### src/rtl/tm_cpu_token_tx_pkg.sv
// Shared types and sizes for the CPU-side timing-model token transmitter.
package tm_cpu_token_tx_pkg;

  localparam int unsigned NTHREAD      = 8;
  localparam int unsigned NTHREADIDMSB = 2;
  localparam int unsigned TID_W        = NTHREADIDMSB + 1;
  localparam int unsigned CNT_W        = 32;

  typedef logic [NTHREADIDMSB:0] tid_t;

  typedef struct packed {
    logic clk;
  } iu_clk_type;

  typedef struct packed {
    logic tm_dbg_start;
    logic tm_dbg_stop;
    logic tm_dbg_nop;
  } tm_dbg_ctrl_type;

  typedef struct packed {
    tid_t            threads_total;
    tid_t            threads_active;
    tm_dbg_ctrl_type tm_dbg_ctrl;
  } dma_tm_ctrl_type;

  // Advance grant from the timing model
  typedef struct packed {
    logic valid;
    tid_t tid;
    logic run;
  } tm2cpu_token_type;

  // Functional-pipeline event for the current slot
  typedef struct packed {
    logic valid;
    tid_t tid;
    logic ldst;
    logic icmiss;
    logic dcmiss;
  } cpu_tm_evt_type;

  // Control token sent toward the timing model
  typedef struct packed {
    logic valid;
    tid_t tid;
    logic run;
    logic ldst;
    logic icmiss;
    logic dcmiss;
  } tm_cpu_ctrl_token_type;

  typedef enum logic {
    ST_IDLE = 1'b0,
    ST_RUN  = 1'b1
  } run_state_e;

endpackage

### src/rtl/tm_token_delay.sv
// Fixed-depth token shift register; reset clears every stage.
module tm_token_delay
  import tm_cpu_token_tx_pkg::*;
#(
  parameter int unsigned STAGES = 8
) (
  input  logic                  clk,
  input  logic                  rst,
  input  tm_cpu_ctrl_token_type tok_in,
  output tm_cpu_ctrl_token_type tok_out
);

  for (genvar g = 0; g < STAGES; g++) begin : g_stage
    tm_cpu_ctrl_token_type stage_in;
    tm_cpu_ctrl_token_type q;

    if (g == 0) begin : g_first
      assign stage_in = tok_in;
    end else begin : g_rest
      assign stage_in = g_stage[g-1].q;
    end

    // One pipeline stage; in-flight tokens are discarded on reset
    always_ff @(posedge clk) begin
      if (rst) begin
        q <= '0;
      end else begin
        q <= stage_in;
      end
    end
  end

  assign tok_out = g_stage[STAGES-1].q;

endmodule

### src/rtl/tm_cpu_token_tx.sv
// CPU-side token transmitter: per-thread credits, round-robin slot walk,
// commit/replay decision and delayed control-token emission.
module tm_cpu_token_tx
  import tm_cpu_token_tx_pkg::*;
#(
  parameter int unsigned OUT_STAGES  = 8,
  parameter int unsigned CREDIT_MAX  = 3,
  parameter int unsigned INIT_CREDIT = 1
) (
  input  iu_clk_type            gclk,
  input  logic                  rst,
  input  dma_tm_ctrl_type       dma2tm,
  input  tm2cpu_token_type      tm2cpu,
  input  cpu_tm_evt_type        cpu_in,
  output tm_cpu_ctrl_token_type cpu2tm,
  output logic                  cpu_replay,
  output tid_t                  slot_tid,
  output logic                  seq_err,
  output logic [CNT_W-1:0]      tok_cnt,
  output logic [CNT_W-1:0]      stall_cnt
);

  localparam int unsigned CRED_W = $clog2(CREDIT_MAX + 1);

  logic clk;
  assign clk = gclk.clk;

  // No defined behaviour for the nop control bit
  logic unused_nop;
  assign unused_nop = dma2tm.tm_dbg_ctrl.tm_dbg_nop;

  run_state_e            state_q, state_d;
  logic                  load_credits;
  logic                  running;
  logic                  slot_active;
  logic                  has_credit;
  logic                  issue;
  logic                  grant_ok;
  logic [CRED_W-1:0]     credit_q [NTHREAD];
  tm_cpu_ctrl_token_type dec_tok;

  // Run-state register
  always_ff @(posedge clk) begin
    if (rst) begin
      state_q <= ST_IDLE;
    end else begin
      state_q <= state_d;
    end
  end

  // Start only from idle (reloads credits); stop returns to idle
  always_comb begin
    state_d      = state_q;
    load_credits = 1'b0;
    case (state_q)
      ST_IDLE: begin
        if (dma2tm.tm_dbg_ctrl.tm_dbg_start) begin
          state_d      = ST_RUN;
          load_credits = 1'b1;
        end
      end
      ST_RUN: begin
        if (dma2tm.tm_dbg_ctrl.tm_dbg_stop) begin
          state_d = ST_IDLE;
        end
      end
    endcase
  end

  assign running     = (state_q == ST_RUN);
  assign slot_active = running && (slot_tid <= dma2tm.threads_active);
  assign has_credit  = (credit_q[slot_tid] != '0);
  assign issue       = slot_active && has_credit;
  assign cpu_replay  = slot_active && !has_credit;
  assign grant_ok    = tm2cpu.valid && tm2cpu.run;

  // Slot walker: wraps after threads_total, frozen while idle
  always_ff @(posedge clk) begin
    if (rst) begin
      slot_tid <= '0;
    end else if (running) begin
      slot_tid <= (slot_tid >= dma2tm.threads_total) ? '0 : slot_tid + TID_W'(1);
    end
  end

  // Per-thread credit flops: grant writer and issue writer cancel when both hit
  for (genvar g = 0; g < NTHREAD; g++) begin : g_cred
    localparam tid_t TID = TID_W'(g);
    logic [CRED_W-1:0] cnt_q;
    logic              inc;
    logic              dec;

    assign inc = grant_ok && (tm2cpu.tid == TID);
    assign dec = issue && (slot_tid == TID);

    // Credit counter with saturating increment
    always_ff @(posedge clk) begin
      if (rst) begin
        cnt_q <= '0;
      end else if (load_credits) begin
        cnt_q <= (TID <= dma2tm.threads_active) ? CRED_W'(INIT_CREDIT) : '0;
      end else if (inc && !dec) begin
        if (cnt_q != CRED_W'(CREDIT_MAX)) begin
          cnt_q <= cnt_q + CRED_W'(1);
        end
      end else if (dec && !inc) begin
        cnt_q <= cnt_q - CRED_W'(1);
      end
    end

    assign credit_q[g] = cnt_q;
  end

  // Slot decision token; flags travel only on committed (run=1) tokens
  always_comb begin
    dec_tok = '0;
    if (slot_active) begin
      dec_tok.valid = 1'b1;
      dec_tok.tid   = slot_tid;
      if (has_credit) begin
        dec_tok.run = 1'b1;
        if (cpu_in.valid) begin
          dec_tok.ldst   = cpu_in.ldst;
          dec_tok.icmiss = cpu_in.icmiss;
          dec_tok.dcmiss = cpu_in.dcmiss;
        end
      end
    end
  end

  // Issue/stall counters and sticky slot-sequence error
  always_ff @(posedge clk) begin
    if (rst) begin
      tok_cnt   <= '0;
      stall_cnt <= '0;
      seq_err   <= 1'b0;
    end else begin
      if (issue) begin
        tok_cnt <= tok_cnt + CNT_W'(1);
      end
      if (cpu_replay) begin
        stall_cnt <= stall_cnt + CNT_W'(1);
      end
      if (cpu_in.valid && (cpu_in.tid != slot_tid)) begin
        seq_err <= 1'b1;
      end
    end
  end

  tm_token_delay #(
    .STAGES (OUT_STAGES)
  ) u_delay (
    .clk     (clk),
    .rst     (rst),
    .tok_in  (dec_tok),
    .tok_out (cpu2tm)
  );

endmodule

### config.mk
export PLATFORM = sky130hd
export DESIGN_NAME = tm_cpu_token_tx
export DESIGN_NICKNAME = d
export VERILOG_FILES = /design/src/rtl/tm_cpu_token_tx_pkg.sv /design/src/rtl/tm_token_delay.sv /design/src/rtl/tm_cpu_token_tx.sv
export SDC_FILE = /design/constraint.sdc
export NUM_CORES = 1
export LEC_CHECK = 0
export CORE_MARGIN = 2
export CORE_UTILIZATION = 30
export DETAILED_ROUTE_END_ITERATION = 7
export PLACE_DENSITY = 0.48
export SLEW_MARGIN = 20
export SYNTH_ARGS = -nofsm -noshare
export SYNTH_HDL_FRONTEND = slang
export SYNTH_SLANG_ARGS = --single-unit
### constraint.sdc
create_clock -name gclk -period 3.6 [get_ports gclk]
set_input_delay 0.54 -clock gclk [delete_from_list [all_inputs] [get_ports gclk]]
set_output_delay 0.54 -clock gclk [all_outputs]
set_load 0.02 [all_outputs]
==> run metrics, run 1 <==
nets 859; Area growth, synth to finish 29.2%; YS warnings 0; fmax 291 MHz; ANT nets after route 0; initial core utilization 30.3%; R2R setup slack 0.83 ns; sequential area share after synthesis 45.6%; port bufs 98; Worst path most repeated cell clkdlybuf4s50_1; CP Capture Type output port; crit start category input port; CTS Root Cell clkbuf_16; CP max-delay cell clkdlybuf4s50_1; Core Footprint 21,600 µm²; setup tns final 0 ns; power per cell area 444 nW/µm²; fraction of layout instances using a drive strength above 1 9.22%; Initial DRT Pass Iterations 4; H-tree depth 4; post-layout util 39.1%; DP HPWL 11.6 mm; hold path endpoint u_delay.g_stage[2].q[7]; FF-to-FF Start slot_tid[2]; RSZ-0062 raised after global routing no; maximum vdd drop 298 µV; Worst path max stage delay 0.65 ns; asr flop ratio synth 0%; CTS sink count 149; Overflow after GRT 0; WP data required 3.06 ns; Min-Delay Path Class register to register; Max-Cap Viols 0; Worst Path Arrival 2.90 ns; Buf/Inv on CP 3; Clock Latency Late Sink 0.42 ns; placer congestion estimate 0.801; hold wc startpoint u_delay.g_stage[1].q[7]; Post-Syn Area 6550 µm²; clock skew 0.00866 ns; Max Root-Sink Buffers 2; standard-cell rows 54; vias in the first global route 5,441; Post-Layout Inst Area 8460 µm²; top_reg_cell synth dfxtp_1; Setup violations, final 0; Reg2Reg Depth 9; hold path cells 1; Design Power 3.75 mW; post-synthesis cell type count 62; WL per Instance 15.1 µm; Tcrit/Tclk final 95.4%; Die Height 152 µm; register bit total from synthesis 149; Die Wd 152 µm; r2r endpoint tok_cnt[24]; Tightest Pin Transition 0.886 ns; Setup Buffers After CTS 0; Final min period 3.44 ns; largest net degree at the start of global routing 76; critical path class input port to output port; status finished clean; global-route wire length before repair 27.4 mm; Post-Syn Nets 757; Initial DRC Count 326; n_diodes 0; GR Util All Layers 15.1%; Max Transition Viols Final 0; fill cell count 2,208; leakage power 2.92 nW; final wirelength 16.8 mm; TritonCTS clock tree yes; Slew HR 40.8%; dpl cell area 7880 µm²; initial antenna violation count 0; total CTS buffers 17; Mapped Cells 720; via count 5,603; drt drc 0; Final Hold Vio Count 0; Worst-path clk slew 0.06 ns; Post-synth EDFFs 0; critical path, cell by cell clkdlybuf4s50_1 > inv_1 > ha_1 > nor2b_1 > o311ai_1 > nand2_1 > nor2_1 > clkdlybuf4s50_1; Vias/cell 5.03; Mean Syn Cell Area 9.09 µm²; CP Max Fanout 3; Hold Buf Count CTS 0; Levels on crit path 8; crit-path leading delay family buffers and inverters; I/O pin count 100; die area 23,000 µm²; post_cts resized 0
## placed cells by master, fill, tap and decap left out, types with 5 or more instances in the layout
cell / instances
ha_1: 14
xor2_1: 12
dfxtp_1: 149
nor4_1: 22
nand4_1: 26
nor2_1: 72
o31ai_1: 7
mux2i_1: 9
nor2b_1: 65
and4_1: 8
or3_1: 11
a21oi_1: 37
nand2b_1: 9
nand3_1: 32
and3_1: 12
nor3_1: 11
inv_1: 17
or4_1: 9
and2_1: 12
a211oi_1: 5
xnor2_1: 28
clkbuf_16: 17
inv_6: 7
clkdlybuf4s50_1: 97
nand2_1: 44
buf_4: 18
o21ai_0: 24
nor4_2: 9
## kinds of logic (layout without fill, tap and decap cells)
| logic type | count (synthesis) | count (layout) | share of synthesized area (%) |
|---|---|---|---|
| adders and majority gates | 14 | 14 | 2.68 |
| buffers and inverters | 51 | 166 | 3.29 |
| DFF | 149 | 149 | 45.6 |
| AOI/OAI and AO/OA | 98 | 98 | 9.38 |
| muxes | 18 | 18 | 3.50 |
| xor gates and xnor gates | 40 | 40 | 5.35 |
| and+or+nand+nor | 350 | 350 | 30.3 |
## synth_stat cells, drive strengths merged, types with 11 or more instances
| cell type | n | area share [%] |
|---|---|---|
| dfxtp | 149 | 46 |
| nor2 | 72 | 4.1 |
| nor2b | 65 | 6.2 |
| nand2 | 44 | 2.5 |
| a21oi | 37 | 2.8 |
| nand3 | 33 | 2.6 |
| nor4 | 32 | 4.1 |
| xnor2 | 28 | 3.7 |
| nand4 | 26 | 2.5 |
| o21ai | 24 | 1.8 |
| clkbuf | 23 | 1.3 |
| inv | 17 | 0.97 |
| ha | 14 | 2.7 |
| and2 | 12 | 1.1 |
| and3 | 12 | 1.1 |
| xor2 | 12 | 1.6 |
| nor3 | 11 | 0.84 |
| or3 | 11 | 1.1 |
## worst max path at each step
stage                     start          end  slack (ns)
CTS                   dma2tm[4]   cpu_replay        0.15
detailed placement    dma2tm[4]  tok_cnt[24]        0.12
finish                dma2tm[4]   cpu_replay        0.16
global route          dma2tm[4]   cpu_replay        0.03
global placement      dma2tm[4]  tok_cnt[24]         0.1
floorplan           slot_tid[1]   cpu_replay        0.83
## flip-flops by register name, indices dropped and copies added, names as in the netlist
name and flops:
g_cred.cnt_q 16, running 1, seq_err 1, slot_tid 3
stall_cnt 32, tok_cnt 32, u_delay.g_stage.q 56, u_delay.tok_out 8
## worst register-to-register path: stages, from the launching register on
cell and delay [ns]:
dfxtp_1 0.45, ha_1 0.29, or2_2 0.29, o311ai_1 0.09
buf_4 0.18, and2_1 0.18, buf_12 0.17, nand3_1 0.24
or3_1 0.44, mux2_1 0.31
## layer usage
metal	up-vias	track usage (%)	share of wire, %
met3	18	3.83	4.7
met2	131	25.2	49
met4	0	5.42	1.2
met1	2702	18.9	45
met5	-	0	0
li1	2752	-	-
## final cells by class
cell class / instances / area, µm² / share of cell area (%)
clock buffer: 17 / 425 / 5.03
clock inverter: 15 / 160 / 1.89
inverter: 18 / 67.6 / 0.798
multi-input combinational: 520 / 3350 / 39.6
sequential: 149 / 2980 / 35.3
tap: 280 / 350 / 4.14
timing repair buffer: 116 / 1130 / 13.3
## power by group
part	internal, mW	switching, mW
clock	0.986	0.790
sequential	1.67	0.0192
combinational	0.109	0.182
## metrics by stage
step | worst slack [ns] | hold slack (ns) | instances
4_1_cts | 0.150 | 0.431 | 1115
3_3_place_gp | 0.0971 | 0.416 | 1083
3_5_place_dp | 0.115 | 0.422 | 1083
6_report | 0.164 | 0.428 | 1115
2_1_floorplan | 0.829 | 0.414 | 720
5_1_grt | 0.0313 | 0.447 | 1115
No activity file was read; power rests on OpenSTA's default activity.
==> run 2, diff against run 1 <==
Settings changed: PLACE_DENSITY 0.48 to 0.46.
==> run metrics, run 2 (synthesized netlist as in run 1, its figures left out) <==
status finished clean; CTS Root Cell clkbuf_16; maximum vdd drop 287 µV; dpl cell area 7900 µm²; setup tns final 0 ns; via count 5,594; Vias/cell 5.00; I/O pin count 100; Met1 Wirelength 7.67 mm; crit start category input port; CP Max Fanout 3; power per cell area 437 nW/µm²; Max Root-Sink Buffers 2; max reg flops 56; final wirelength 16.5 mm; R2R setup slack 0.59 ns; critical path class input port to output port; Non-Filler Instances 1,118; Setup violations, final 0; Max Transition Viols Final 0; CTS sink count 149; Area growth, synth to finish 29.5%; Tcrit/Tclk final 95.2%; post_cts resized 0; DP HPWL 11.3 mm; Largest regs u_delay.g_stage.q: 56 flops, stall_cnt: 32 flops, tok_cnt: 32 flops; Post-Layout Inst Area 8480 µm²; standard-cell rows 54; fmax 292 MHz; Reg2Reg Depth 10; met2 WL 7.84 mm; port bufs 98; most common cell after layout, fill and taps aside dfxtp_1; highest routed layer met4; Tightest Pin Transition 0.756 ns; commonest cells after routing, fill and taps aside dfxtp_1, clkdlybuf4s50_1, nor2_1, nor2b_1, nand2_1; Min-Delay Path Class register to register; FF-to-FF Start slot_tid[1]; Overflow after GRT 0; hold path endpoint u_delay.g_stage[3].q[0]; crit-path leading delay family buffers and inverters; Max-Cap Viols 0; Final min period 3.43 ns; fraction of layout instances using a drive strength above 1 9.55%; Setup Buffers After CTS 0; H-tree depth 4; hold path cells 1; Worst path max stage delay 0.59 ns; Core Footprint 21,600 µm²; Levels on crit path 9; Worst path most repeated cell clkdlybuf4s50_1; n_diodes 0; Clock Latency Late Sink 0.43 ns; Worst Path Arrival 2.89 ns; Final Hold Vio Count 0; Hold Buf Count CTS 0; Initial DRT Pass Iterations 5; die area 23,000 µm²; Initial DRC Count 269; Die Height 152 µm; global-route wire length before repair 26.0 mm; WP data required 3.06 ns; GR Util All Layers 14.5%; largest net degree at the start of global routing 71; CP Capture Type output port; Design Power 3.71 mW; drt drc 0; placer congestion estimate 0.834; hold wc startpoint u_delay.g_stage[2].q[0]; CP max-delay cell clkdlybuf4s50_1; Routed met3 length 732 µm; critical path, cell by cell clkdlybuf4s50_1 > inv_1 > ha_1 > nor2b_1 > o311ai_1 > nand2_1 > nor2_1 > buf_4 > clkdlybuf4s50_1; Slew HR 49.5%; initial core utilization 30.3%; total CTS buffers 17; Most flops, register u_delay.g_stage.q; TritonCTS clock tree yes; clock skew 0.0131 ns; nets 862; r2r endpoint tok_cnt[16]; ANT nets after route 0; leakage power 2.92 nW; dpl cells 1,086; initial antenna violation count 0; RSZ-0062 raised after global routing no; WL per Instance 14.7 µm; Buf/Inv on CP 4; Die Wd 152 µm; vias in the first global route 5,107; Worst-path clk slew 0.07 ns
==> run 2: power breakdown <==
part | internal (mW) | switching, mW | total, mW
Combinational | 0.111 | 0.177 | 0.287
Sequential | 1.67 | 0.0219 | 1.69
Clock | 0.925 | 0.806 | 1.73
==> run 2: cell type report <==
type                            instances  area, µm²
Timing Repair Buffer                  119       1150
Multi-Input combinational cell        520       3350
Inverter                               18       67.6
Clock buffer                           17        425
Tap cell                              280        350
Sequential cell                       149       2980
Fill cell                            2168      13100
Clock inverter                         15        158
==> run 2: worst max-delay path by stage <==
stage | startpoint | to | slack [ns]
CTS | dma2tm[4] | cpu_replay | 0.17
detailed placement | dma2tm[4] | tok_cnt[16] | 0.08
floorplan | slot_tid[1] | cpu_replay | 0.83
finish | dma2tm[4] | cpu_replay | 0.17
global placement | dma2tm[4] | tok_cnt[16] | 0.11
global route | dma2tm[4] | cpu_replay | 0.04
==> run 2: per-stage QoR <==
| step | setup WS, ns | util [%] | hold WS (ns) |
|---|---|---|---|
| after global placement | 0.114 | 36.5 | 0.416 |
| after detailed placement | 0.0788 | 36.5 | 0.421 |
| after floorplan | 0.829 | - | 0.414 |
| after CTS | 0.167 | 39.2 | 0.433 |
| final | 0.171 | 39.2 | 0.428 |
| after global routing | 0.0376 | 39.2 | 0.447 |
==> run 2: worst register-to-register path: stages (launching register included) <==
cell and delay (ns):
dfxtp_1 0.60, ha_1 0.33, nor2b_1 0.13, o311ai_1 0.35, buf_4 0.19, and2_1 0.17, buf_12 0.15, nand3_1 0.20
buf_4 0.22, or4_1 0.46, a21oi_1 0.15
==> run 2: metal layers <==
metal	track usage, %	vias up
li1	-	2771
met1	18.5	2658
met2	23.6	140
met3	4.31	25
met4	4.44	0
met5	0	-
